`src/rtl/frame_draw_scheduler.sv`:
```
// frame_draw_scheduler
//   Runs one frame of sprite drawing per frame_tick. It takes a snapshot of every
//   entity register, sweeps a clear over the whole framebuffer, and then visits
//   the ship, the asteroids and the shots in that order. Each live entity goes to
//   its sprite drawer. The pixel stream of the active drawer is registered onto
//   the single framebuffer write port.
//
// Ports
//   clk, reset_n        clock, synchronous active-low reset
//   frame_tick          1-cycle request to draw a frame
//   ship_reg            ship entity word
//   asteroid_reg        asteroid entity words, slot 0 in LSBs
//   shot_reg            shot entity words, slot 0 in LSBs
//   entity              entity word presented to the drawers
//   start               one-hot drawer start: [2]=ship [1]=asteroid [0]=shot
//   d_x/d_y/d_color     per-drawer pixel stream, indexed like start
//   d_we, d_done        per-drawer write enable and completion pulse
//   x, y, color, plot   framebuffer write port
//   busy                frame in progress
//   frame_done          1-cycle pulse after the last entity
//   overrun             sticky: frame_tick seen while busy
//   timeout_err         sticky: a drawer never signalled done
//
// state  | meaning
// IDLE   | waiting for frame_tick
// CLEAR  | sweeping color 0 over every pixel, one per cycle
// SELECT | scanning snapshot slot k, skipping dead entities
// START  | entity presented, one-cycle drawer start pulse
// WAIT   | forwarding the active drawer's pixels until done or timeout
// FINISH | frame_done pulse, back to IDLE

module frame_draw_scheduler #(
  parameter int ENTITY_SIZE   = 34,
  parameter int MAX_ASTEROIDS = 5,
  parameter int MAX_SHOTS     = 10,
  parameter int SCREEN_W      = 640,
  parameter int SCREEN_H      = 480,
  parameter int TIMEOUT       = 4096
) (
  input  logic                               clk,
  input  logic                               reset_n,
  input  logic                               frame_tick,
  input  logic [ENTITY_SIZE-1:0]             ship_reg,
  input  logic [MAX_ASTEROIDS*ENTITY_SIZE-1:0] asteroid_reg,
  input  logic [MAX_SHOTS*ENTITY_SIZE-1:0]   shot_reg,
  output logic [ENTITY_SIZE-1:0]             entity,
  output logic [2:0]                         start,
  input  logic [29:0]                        d_x,
  input  logic [29:0]                        d_y,
  input  logic [8:0]                         d_color,
  input  logic [2:0]                         d_we,
  input  logic [2:0]                         d_done,
  output logic [9:0]                         x,
  output logic [9:0]                         y,
  output logic [2:0]                         color,
  output logic                               plot,
  output logic                               busy,
  output logic                               frame_done,
  output logic                               overrun,
  output logic                               timeout_err
);

  localparam int NUM_ENT = 1 + MAX_ASTEROIDS + MAX_SHOTS;
  localparam int KW      = $clog2(NUM_ENT);
  localparam int TW      = (TIMEOUT > 2) ? $clog2(TIMEOUT) : 1;

  localparam logic [KW-1:0] LAST_K    = KW'(NUM_ENT - 1);
  localparam logic [KW-1:0] LAST_AST  = KW'(MAX_ASTEROIDS);
  localparam logic [9:0]    X_LAST    = 10'(SCREEN_W - 1);
  localparam logic [9:0]    Y_LAST    = 10'(SCREEN_H - 1);
  localparam logic [TW-1:0] WAIT_LOAD = TW'(TIMEOUT - 1);

  typedef enum logic [2:0] {
    S_IDLE,
    S_CLEAR,
    S_SELECT,
    S_START,
    S_WAIT,
    S_FINISH
  } state_t;

  state_t state_q, state_d;

  // Snapshot slots: 0 = ship, 1..MAX_ASTEROIDS = asteroids, then shots.
  logic [ENTITY_SIZE-1:0] snap_q [NUM_ENT];
  logic                   snap_load;

  logic [KW-1:0]          k_q, k_d;
  logic [9:0]             cx_q, cx_d;
  logic [9:0]             cy_q, cy_d;
  logic [TW-1:0]          wait_q, wait_d;
  logic [1:0]             act_q, act_d;
  logic [ENTITY_SIZE-1:0] entity_q, entity_d;
  logic [2:0]             start_q, start_d;
  logic [9:0]             x_q, x_d;
  logic [9:0]             y_q, y_d;
  logic [2:0]             color_q, color_d;
  logic                   plot_q, plot_d;
  logic                   busy_q, busy_d;
  logic                   frame_done_q, frame_done_d;
  logic                   overrun_q, overrun_d;
  logic                   timeout_err_q, timeout_err_d;

  logic [ENTITY_SIZE-1:0] cur_ent;
  logic [1:0]             cur_type;
  logic [9:0]             sel_x;
  logic [9:0]             sel_y;
  logic [2:0]             sel_color;
  logic                   sel_we;
  logic                   sel_done;

  assign cur_ent = snap_q[k_q];

  // Drawer index follows the start bit numbering: 2 = ship, 1 = asteroid, 0 = shot.
  always_comb begin
    cur_type = 2'd0;
    if (k_q == '0) begin
      cur_type = 2'd2;
    end else if (k_q <= LAST_AST) begin
      cur_type = 2'd1;
    end
  end

  always_comb begin
    sel_x     = d_x[9:0];
    sel_y     = d_y[9:0];
    sel_color = d_color[2:0];
    sel_we    = d_we[0];
    sel_done  = d_done[0];
    case (act_q)
      2'd2: begin
        sel_x     = d_x[29:20];
        sel_y     = d_y[29:20];
        sel_color = d_color[8:6];
        sel_we    = d_we[2];
        sel_done  = d_done[2];
      end
      2'd1: begin
        sel_x     = d_x[19:10];
        sel_y     = d_y[19:10];
        sel_color = d_color[5:3];
        sel_we    = d_we[1];
        sel_done  = d_done[1];
      end
      default: ;
    endcase
  end

  always_comb begin
    state_d       = state_q;
    snap_load     = 1'b0;
    k_d           = k_q;
    cx_d          = cx_q;
    cy_d          = cy_q;
    wait_d        = wait_q;
    act_d         = act_q;
    entity_d      = entity_q;
    start_d       = 3'b000;
    x_d           = x_q;
    y_d           = y_q;
    color_d       = color_q;
    plot_d        = 1'b0;
    busy_d        = busy_q;
    frame_done_d  = 1'b0;
    timeout_err_d = timeout_err_q;
    // Any tick outside IDLE is dropped; nothing is queued.
    overrun_d     = overrun_q | (frame_tick & (state_q != S_IDLE));

    case (state_q)
      S_IDLE: begin
        if (frame_tick) begin
          snap_load = 1'b1;
          busy_d    = 1'b1;
          cx_d      = '0;
          cy_d      = '0;
          k_d       = '0;
          state_d   = S_CLEAR;
        end
      end

      S_CLEAR: begin
        x_d     = cx_q;
        y_d     = cy_q;
        color_d = 3'd0;
        plot_d  = 1'b1;
        if (cx_q == X_LAST) begin
          cx_d = '0;
          if (cy_q == Y_LAST) begin
            cy_d    = '0;
            k_d     = '0;
            state_d = S_SELECT;
          end else begin
            cy_d = cy_q + 10'd1;
          end
        end else begin
          cx_d = cx_q + 10'd1;
        end
      end

      S_SELECT: begin
        if (cur_ent[ENTITY_SIZE-1]) begin
          entity_d = cur_ent;
          act_d    = cur_type;
          start_d  = 3'b001 << cur_type;
          state_d  = S_START;
        end else if (k_q == LAST_K) begin
          frame_done_d = 1'b1;
          state_d      = S_FINISH;
        end else begin
          k_d = k_q + 1'b1;
        end
      end

      S_START: begin
        wait_d  = WAIT_LOAD;
        state_d = S_WAIT;
      end

      S_WAIT: begin
        x_d     = sel_x;
        y_d     = sel_y;
        color_d = sel_color;
        plot_d  = sel_we;
        // done on the terminal-count cycle still counts as a clean finish
        if (sel_done || (wait_q == '0)) begin
          if (!sel_done) begin
            timeout_err_d = 1'b1;
            plot_d        = 1'b0;
          end
          if (k_q == LAST_K) begin
            frame_done_d = 1'b1;
            state_d      = S_FINISH;
          end else begin
            k_d     = k_q + 1'b1;
            state_d = S_SELECT;
          end
        end else begin
          wait_d = wait_q - 1'b1;
        end
      end

      S_FINISH: begin
        busy_d  = 1'b0;
        state_d = S_IDLE;
      end

      default: state_d = S_IDLE;
    endcase
  end

  always_ff @(posedge clk) begin
    if (!reset_n) begin
      for (int i = 0; i < NUM_ENT; i++) begin
        snap_q[i] <= '0;
      end
    end else if (snap_load) begin
      snap_q[0] <= ship_reg;
      for (int i = 0; i < MAX_ASTEROIDS; i++) begin
        snap_q[1 + i] <= asteroid_reg[i*ENTITY_SIZE +: ENTITY_SIZE];
      end
      for (int i = 0; i < MAX_SHOTS; i++) begin
        snap_q[1 + MAX_ASTEROIDS + i] <= shot_reg[i*ENTITY_SIZE +: ENTITY_SIZE];
      end
    end
  end

  always_ff @(posedge clk) begin
    if (!reset_n) begin
      state_q       <= S_IDLE;
      k_q           <= '0;
      cx_q          <= '0;
      cy_q          <= '0;
      wait_q        <= '0;
      act_q         <= '0;
      entity_q      <= '0;
      start_q       <= '0;
      x_q           <= '0;
      y_q           <= '0;
      color_q       <= '0;
      plot_q        <= 1'b0;
      busy_q        <= 1'b0;
      frame_done_q  <= 1'b0;
      overrun_q     <= 1'b0;
      timeout_err_q <= 1'b0;
    end else begin
      state_q       <= state_d;
      k_q           <= k_d;
      cx_q          <= cx_d;
      cy_q          <= cy_d;
      wait_q        <= wait_d;
      act_q         <= act_d;
      entity_q      <= entity_d;
      start_q       <= start_d;
      x_q           <= x_d;
      y_q           <= y_d;
      color_q       <= color_d;
      plot_q        <= plot_d;
      busy_q        <= busy_d;
      frame_done_q  <= frame_done_d;
      overrun_q     <= overrun_d;
      timeout_err_q <= timeout_err_d;
    end
  end

  assign entity      = entity_q;
  assign start       = start_q;
  assign x           = x_q;
  assign y           = y_q;
  assign color       = color_q;
  assign plot        = plot_q;
  assign busy        = busy_q;
  assign frame_done  = frame_done_q;
  assign overrun     = overrun_q;
  assign timeout_err = timeout_err_q;

endmodule
```
`config.mk`:
```
export PLATFORM = sky130hd
export DESIGN_NAME = frame_draw_scheduler
export DESIGN_NICKNAME = d
export VERILOG_FILES = /design/src/rtl/frame_draw_scheduler.sv
export SDC_FILE = /design/constraint.sdc
export NUM_CORES = 1
export LEC_CHECK = 0
export CORE_MARGIN = 2
export CORE_UTILIZATION = 35
export CTS_CLUSTER_DIAMETER = 30
export DETAILED_ROUTE_END_ITERATION = 8
export PLACE_DENSITY = 0.69
export SKIP_CTS_REPAIR_TIMING = 1
export SLEW_MARGIN = 20
export SYNTH_ARGS = -nofsm -noshare
export SYNTH_HDL_FRONTEND = slang
export SYNTH_SLANG_ARGS = --single-unit
```
`constraint.sdc`:
```
create_clock -name clk -period 51.2 [get_ports clk]
set_input_delay 7.68 -clock clk [delete_from_list [all_inputs] [get_ports clk]]
set_output_delay 7.68 -clock clk [all_outputs]
set_load 0.01 [all_outputs]
```
==> flow_summary.yaml, run 1 <==
clock_tree:
  clkTransAtPathRegs_ns: 0.05
  cts_made_buffers: 135
  cts_tree: "built"
  cts_buffer_depth: 3
  htree_levels: 4
  root_buffer: "clkbuf_16"
  clk_latency_ns: 0.70
  cts_sinks: 654
timing:
  hold_violations: 0
  report.final.slew_viol_count: 0
  min_period_ns: 11.71
  tightest_slew_ns: 1.20
  grt_setup_unrepaired: "no"
  setup-tns-final_ns: 0
  setup_violations: 0
  maxSlewHeadroom: 0.200
  fin_crit_sh: 0.229
  max_freq_mhz: 85.4
  clock_skew_ns: 0.0503
routing:
  wl_per_cell_um: 22.1
  firstDrtPassIters: 5
  vias: 19500
  ant_nets: 0
  drc: 0
  via_per_inst: 5.02
  drt_iter0_drc: 1374
  totalWireLength_um: 85800
yosys:
  syn_inst: 1980
  synth_cell_types: 63
  ys_ff_latch: 654
  avgSynthCellArea_sq_um: 14.8
  yosys_warnings: 0
  ys_async_sr_fraction: 0
  yosysSeqAreaShare: 0.634
  syn-cell-area_sq_um: 29200
  synth_flop_cell: "edfxtp_1"
  synth_edf_count: 544
  synth_fp_nets: 2611
run_status:
  outcome: "finished, final reports clean"
place:
  placed_area_sq_um: 37100
  place_inst: 3618
  place.gp.congestion: 0.870
  io_buffers: 686
  post-dp-hpwl_um: 61000
finish:
  fin_area_sq_um: 42000
  layout-drive-gt1-share: 0.153
  area_growth_pct: 43.6
  nNetsFinal: 3316
  final-instance-count-excl-fill: 3881
  fillers: 6731
critical_path:
  cpMaxStageDelayCell: "buf_4"
  r2r-start: "state_q[0]"
  crit_arrival_ns: 12.01
  crit_path_start: "frame_tick"
  path_max_fanout: 89
  endpoint_kind: "flop"
  path_cells: "clkdlybuf4s50_1 > nand2_1 > o31ai_4 > buf_6 > buf_4 > buf_4 > buf_4"
  crit_family: "buffers and inverters"
  cp_slowest_stage_delay_ns: 0.84
  worstPathBufferInverterCount: 5
  worstPathRequired_ns: 51.50
  cp-start-kind: "primary input"
  critical_path_class: "primary input to flop"
  path_common_cell: "buf_4"
worst_hold_path:
  hold_path.class: "flop to flop"
  worstHoldStart: "entity[33]"
floorplan:
  dieArea_sq_um: 85800
  core-area_sq_um: 82400
  die_y_um: 293
  io_pins: 687
  initial_utilization: 0.355
  rows: 105
  die_w_um: 293
power:
  p_clk_frac: 0.445
  peakVddDrop_uv: 27.6
  powerDensity_nw_per_um2: 48.7
  leakagePower_uw: 0.0153
  p_int_uw: 1530
  p_comb_frac: 0.173
  switching_share: 0.254
  p_switching_uw: 519
  p_total_uw: 2040
  pwr-share-seq: 0.382
run:
  drv_cap: 0
global_routing:
  grt_pass1_wl_um: 126000
  gr-total-overflow: 0
  first_global_vias: 20800
  antenna_found_initial: 24
  grt_max_degree: 188
  grt_util_all_layers: 0.198
worst paths after layout:
path              cells past startpoint  slack [ns]            to
setup / recovery                      7       39.49  snap_q[0][6]
hold / removal                        2        0.45    entity[33]
setup reg to reg                      7       46.47  snap_q[0][6]
hold reg to reg                       2        0.45    entity[33]
worst min-delay path: stages, from the launching register on:
cell	delay, ns
dfxtp_1	0.30
inv_1	0.05
a21oi_1	0.05
metal layers:
layer  track usage  part of all wire  vias to the layer above  wire [um]
li1              -                 -                     8828          -
met1         0.226              0.37                     9615      31900
met2         0.348              0.52                      855      44300
met3        0.0602             0.081                      152       6990
met4        0.0744             0.028                       22       2400
met5             0            0.0016                        -        141
registers in the layout (all words and copies together), names as in the netlist, 3 cells and up, named ones only:
name and flops:
snap_q 544, entity 34, wait_q 12, cx_q 10, cy_q 10, x 10, y 10, k_q 4
color 3, start 3, state_q 3
logic make-up (layout without fill, tap and decap cells):
family | Yosys count | in the layout | synth area share
buffers and inverters | 157 | 976 | 0.0222
AND/OR/NAND/NOR | 785 | 785 | 0.155
adder cells (fa/ha/maj) | 9 | 9 | 0.00385
multiplexers | 207 | 207 | 0.142
XOR/XNOR | 16 | 16 | 0.00480
flip-flops | 654 | 654 | 0.634
AO/OA/AOI/OAI | 152 | 152 | 0.0373
other | 0 | 12 | 0
final cells by class:
class | instances | area, sq um | area share
clock inverter | 79 | 1240 | 0.0295
tap | 1070 | 1340 | 0.0319
multi-input combinational | 1169 | 10100 | 0.240
timing repair buffer | 712 | 7080 | 0.169
sequential | 654 | 18600 | 0.442
clock buffer | 172 | 3620 | 0.0862
antenna | 12 | 30.0 | 0.000716
inverter | 13 | 51.3 | 0.00122
metrics by stage:
step / setup slack [ns] / hold slack (ns) / util
floorplan: 1.76 / 0.469 / -
global placement: 38.78 / 0.435 / 0.450
detailed placement: 38.60 / 0.445 / 0.450
CTS: 39.33 / 0.451 / 0.509
global route: 39.27 / 0.473 / 0.509
finish: 39.49 / 0.449 / 0.509
power groups by stage:
| stage | combinational, uW | sequential (uW) | clock, uW |
|---|---|---|---|
| 2_1_floorplan | 224 | 885 | 0 |
| 3_3_place_gp | 348 | 780 | 0 |
| 3_5_place_dp | 355 | 790 | 0 |
| 4_1_cts | 358 | 782 | 924 |
| 5_1_grt | 381 | 793 | 952 |
| 6_report | 354 | 781 | 910 |
placed cells by master (no fill, tap or decap), types with 9 or more instances in the layout:
master           Yosys  layout
a211oi_1            21      21
a21oi_1             30      30
a22oi_1             29      29
a311oi_1            23      23
and2_1             544     544
and3_1               9       9
buf_4                3      23
bufinv_16            0      20
clkbuf_1           113      27
clkbuf_16            0     135
clkbuf_8             0      10
clkdlybuf4s50_1      0     685
clkinv_1             1       9
clkinv_2             0      18
dfxtp_1            110     106
diode_2              0      12
edfxtp_1           544     544
ha_1                 9       9
inv_1               10      10
mux2i_1             39      39
mux4_2             166     166
nand2_1             68      68
nand2b_1             9       9
nand3_1             13      13
nor2_1              94      94
nor3_1              10      10
o21ai_0              9       9
xor2_1              11      11
synth_stat cells (4+ instances only):
| master | number | area share |
|---|---|---|
| and2_1 | 544 | 0.12 |
| dfxtp_1 | 110 | 0.075 |
| ha_1 | 9 | 0.0039 |
| nand2b_1 | 9 | 0.0019 |
| nand4_1 | 6 | 0.0013 |
| nor4_1 | 4 | 0.00086 |
| inv_1 | 10 | 0.0013 |
| o21a_1 | 5 | 0.0013 |
| a21oi_1 | 30 | 0.0051 |
| o21ai_1 | 7 | 0.0012 |
| nor3_1 | 10 | 0.0017 |
| a211oi_1 | 21 | 0.0054 |
| o21ai_0 | 9 | 0.0015 |
| edfxtp_1 | 544 | 0.56 |
| xnor2_1 | 5 | 0.0015 |
| nor3b_1 | 6 | 0.0015 |
| and3_1 | 9 | 0.0019 |
| mux4_2 | 166 | 0.13 |
| nor2_1 | 94 | 0.012 |
| buf_2 | 21 | 0.0036 |
| mux2i_1 | 39 | 0.013 |
| a22oi_1 | 29 | 0.0074 |
| o221a_1 | 4 | 0.0015 |
| buf_1 | 4 | 0.00051 |
| xor2_1 | 11 | 0.0033 |
| nand3_1 | 13 | 0.0022 |
| a31oi_1 | 4 | 0.00086 |
| nand2_1 | 68 | 0.0087 |
| clkbuf_1 | 113 | 0.015 |
| a311oi_1 | 23 | 0.0069 |
Note: power is estimated with default switching activity, not from simulation.
==> inputs of run 2 (changes only) <==
==> constraint.sdc (replaced) <==
create_clock -name clk -period 10.05 [get_ports clk]
set_input_delay 1.5075 -clock clk [delete_from_list [all_inputs] [get_ports clk]]
set_output_delay 1.5075 -clock clk [all_outputs]
set_load 0.01 [all_outputs]
==> flow_summary.yaml, run 2 (synthesis gave the netlist of run 1 again) <==
finish:
  layout-drive-gt1-share: 0.159
  fin_area_sq_um: 42200
  final-instance-count-excl-fill: 3884
  fillers: 6674
  regMostFlops: "snap_q"
  area_growth_pct: 44.3
  final_common_cell: "clkdlybuf4s50_1"
  final_cell_mix: "clkdlybuf4s50_1 (685), and2_1 (544), edfxtp_1 (544)"
  nNetsFinal: 3319
  largest_reg_flops: 544
critical_path:
  reg2reg_slack_ns: 6.21
  path_cells: "clkdlybuf4s50_1 > nand2_8 > o31ai_4 > buf_4 > buf_4 > buf_12"
  cp.depth: 6
  crit_family: "buffers and inverters"
  worstPathBufferInverterCount: 4
  cp_slowest_stage_delay_ns: 0.73
  cp-start-kind: "primary input"
  critical_path_class: "primary input to flop"
  path_common_cell: "buf_4"
  r2r_end: "entity[1]"
  crit_path_start: "frame_tick"
  endpoint_kind: "flop"
  r2r_cells: 6
  crit_arrival_ns: 4.74
  cpMaxStageDelayCell: "buf_12"
  path_max_fanout: 183
  worstPathRequired_ns: 10.36
clock_tree:
  cts_made_buffers: 141
  cts_tree: "built"
  root_buffer: "clkbuf_16"
  cts_buffer_depth: 3
  htree_levels: 4
  clk_latency_ns: 0.72
  clkTransAtPathRegs_ns: 0.04
  cts_sinks: 654
timing:
  min_period_ns: 4.44
  hold_violations: 0
  fin_crit_sh: 0.441
  clock_skew_ns: 0.0478
  setup_violations: 0
  report.final.slew_viol_count: 0
  fin_ws_ns: 5.61
  grt_setup_unrepaired: "no"
  max_freq_mhz: 225
  maxSlewHeadroom: 0.226
  tightest_slew_ns: 1.16
routing:
  firstDrtPassIters: 5
  totalWireLength_um: 86700
  via_per_inst: 5.03
  drc: 0
  vias: 19500
  ant_nets: 0
  drt_iter0_drc: 1503
  wl_per_cell_um: 22.3
place:
  io_buffers: 686
  post-dp-hpwl_um: 60100
  place_inst: 3615
  place.gp.congestion: 0.851
  placed_area_sq_um: 37100
  dp_slack_ns: 4.95
global_routing:
  grt_max_degree: 208
  grt_util_all_layers: 0.199
  antenna_found_initial: 19
  first_global_vias: 20900
  gr-total-overflow: 0
  grt_pass1_wl_um: 127000
power:
  leakagePower_uw: 0.0153
  peakVddDrop_uv: 188
  powerDensity_nw_per_um2: 251
  p_total_uw: 10600
run_status:
  outcome: "finished, final reports clean"
worst_hold_path:
  worstHoldStart: "entity[33]"
  hold_depth: 2
  holdPathEnd: "entity[33]"
  hold_path.class: "flop to flop"
floorplan:
  dieArea_sq_um: 85800
  core-area_sq_um: 82400
  die_w_um: 293
  die_y_um: 293
  rows: 105
  initial_utilization: 0.355
  io_pins: 687
run:
  drv_cap: 0
## run 2: cell types whose count changed in the layout (fill, tap and decap cells not counted), sizes merged
| cell | delta |
|---|---|
| buf | -3 |
| clkbuf | -14 |
| clkinv | +18 |
| clkinvlp | +8 |
| diode | -5 |
| inv | -1 |
## run 2: stage by stage
stage | util | hold WS [ns] | TNS [ns]
finish | 0.512 | 0.458 | 0
global route | 0.512 | 0.483 | 0
CTS | 0.512 | 0.457 | 0
detailed placement | 0.450 | 0.450 | 0
global placement | 0.450 | 0.435 | 0
floorplan | - | 0.469 | -2984.78
## run 2: worst max path at each step
stage                endpoint
2_1_floorplan    snap_q[0][0]
3_3_place_gp   snap_q[12][13]
3_5_place_dp   snap_q[14][13]
4_1_cts         snap_q[10][9]
5_1_grt         snap_q[9][14]
6_report        snap_q[5][12]
## run 2: metal layers
| metal | vias to the layer above | track usage | wire length [um] |
|---|---|---|---|
| li1 | 8839 | - | - |
| met1 | 9654 | 0.219 | 31100 |
| met2 | 872 | 0.353 | 45000 |
| met3 | 158 | 0.0703 | 8120 |
| met4 | 26 | 0.0747 | 2290 |
| met5 | - | 0 | 172 |
## run 2: worst reg2reg max path: stages, from the launching register on
cell and delay, ns:
dfxtp_4 0.80, buf_4 0.76, buf_4 0.75, mux4_2 0.68
mux4_2 0.49, mux2i_1 0.13, nor2_1 0.05
## run 2: final cells by class
| class | instances | area, sq um | area share |
|---|---|---|---|
| timing repair buffer | 709 | 7080 | 0.168 |
| clock buffer | 158 | 3670 | 0.0872 |
| antenna | 7 | 17.5 | 0.000416 |
| tap | 1070 | 1340 | 0.0318 |
| inverter | 13 | 51.3 | 0.00122 |
| sequential | 654 | 18600 | 0.440 |
| multi-input combinational | 1169 | 10100 | 0.239 |
| clock inverter | 104 | 1370 | 0.0325 |
## run 2: power by group
group | internal, uW | total, uW | switching [uW]
Clock | 3190 | 4780 | 1590
Combinational | 937 | 1800 | 863
Sequential | 3730 | 3990 | 261
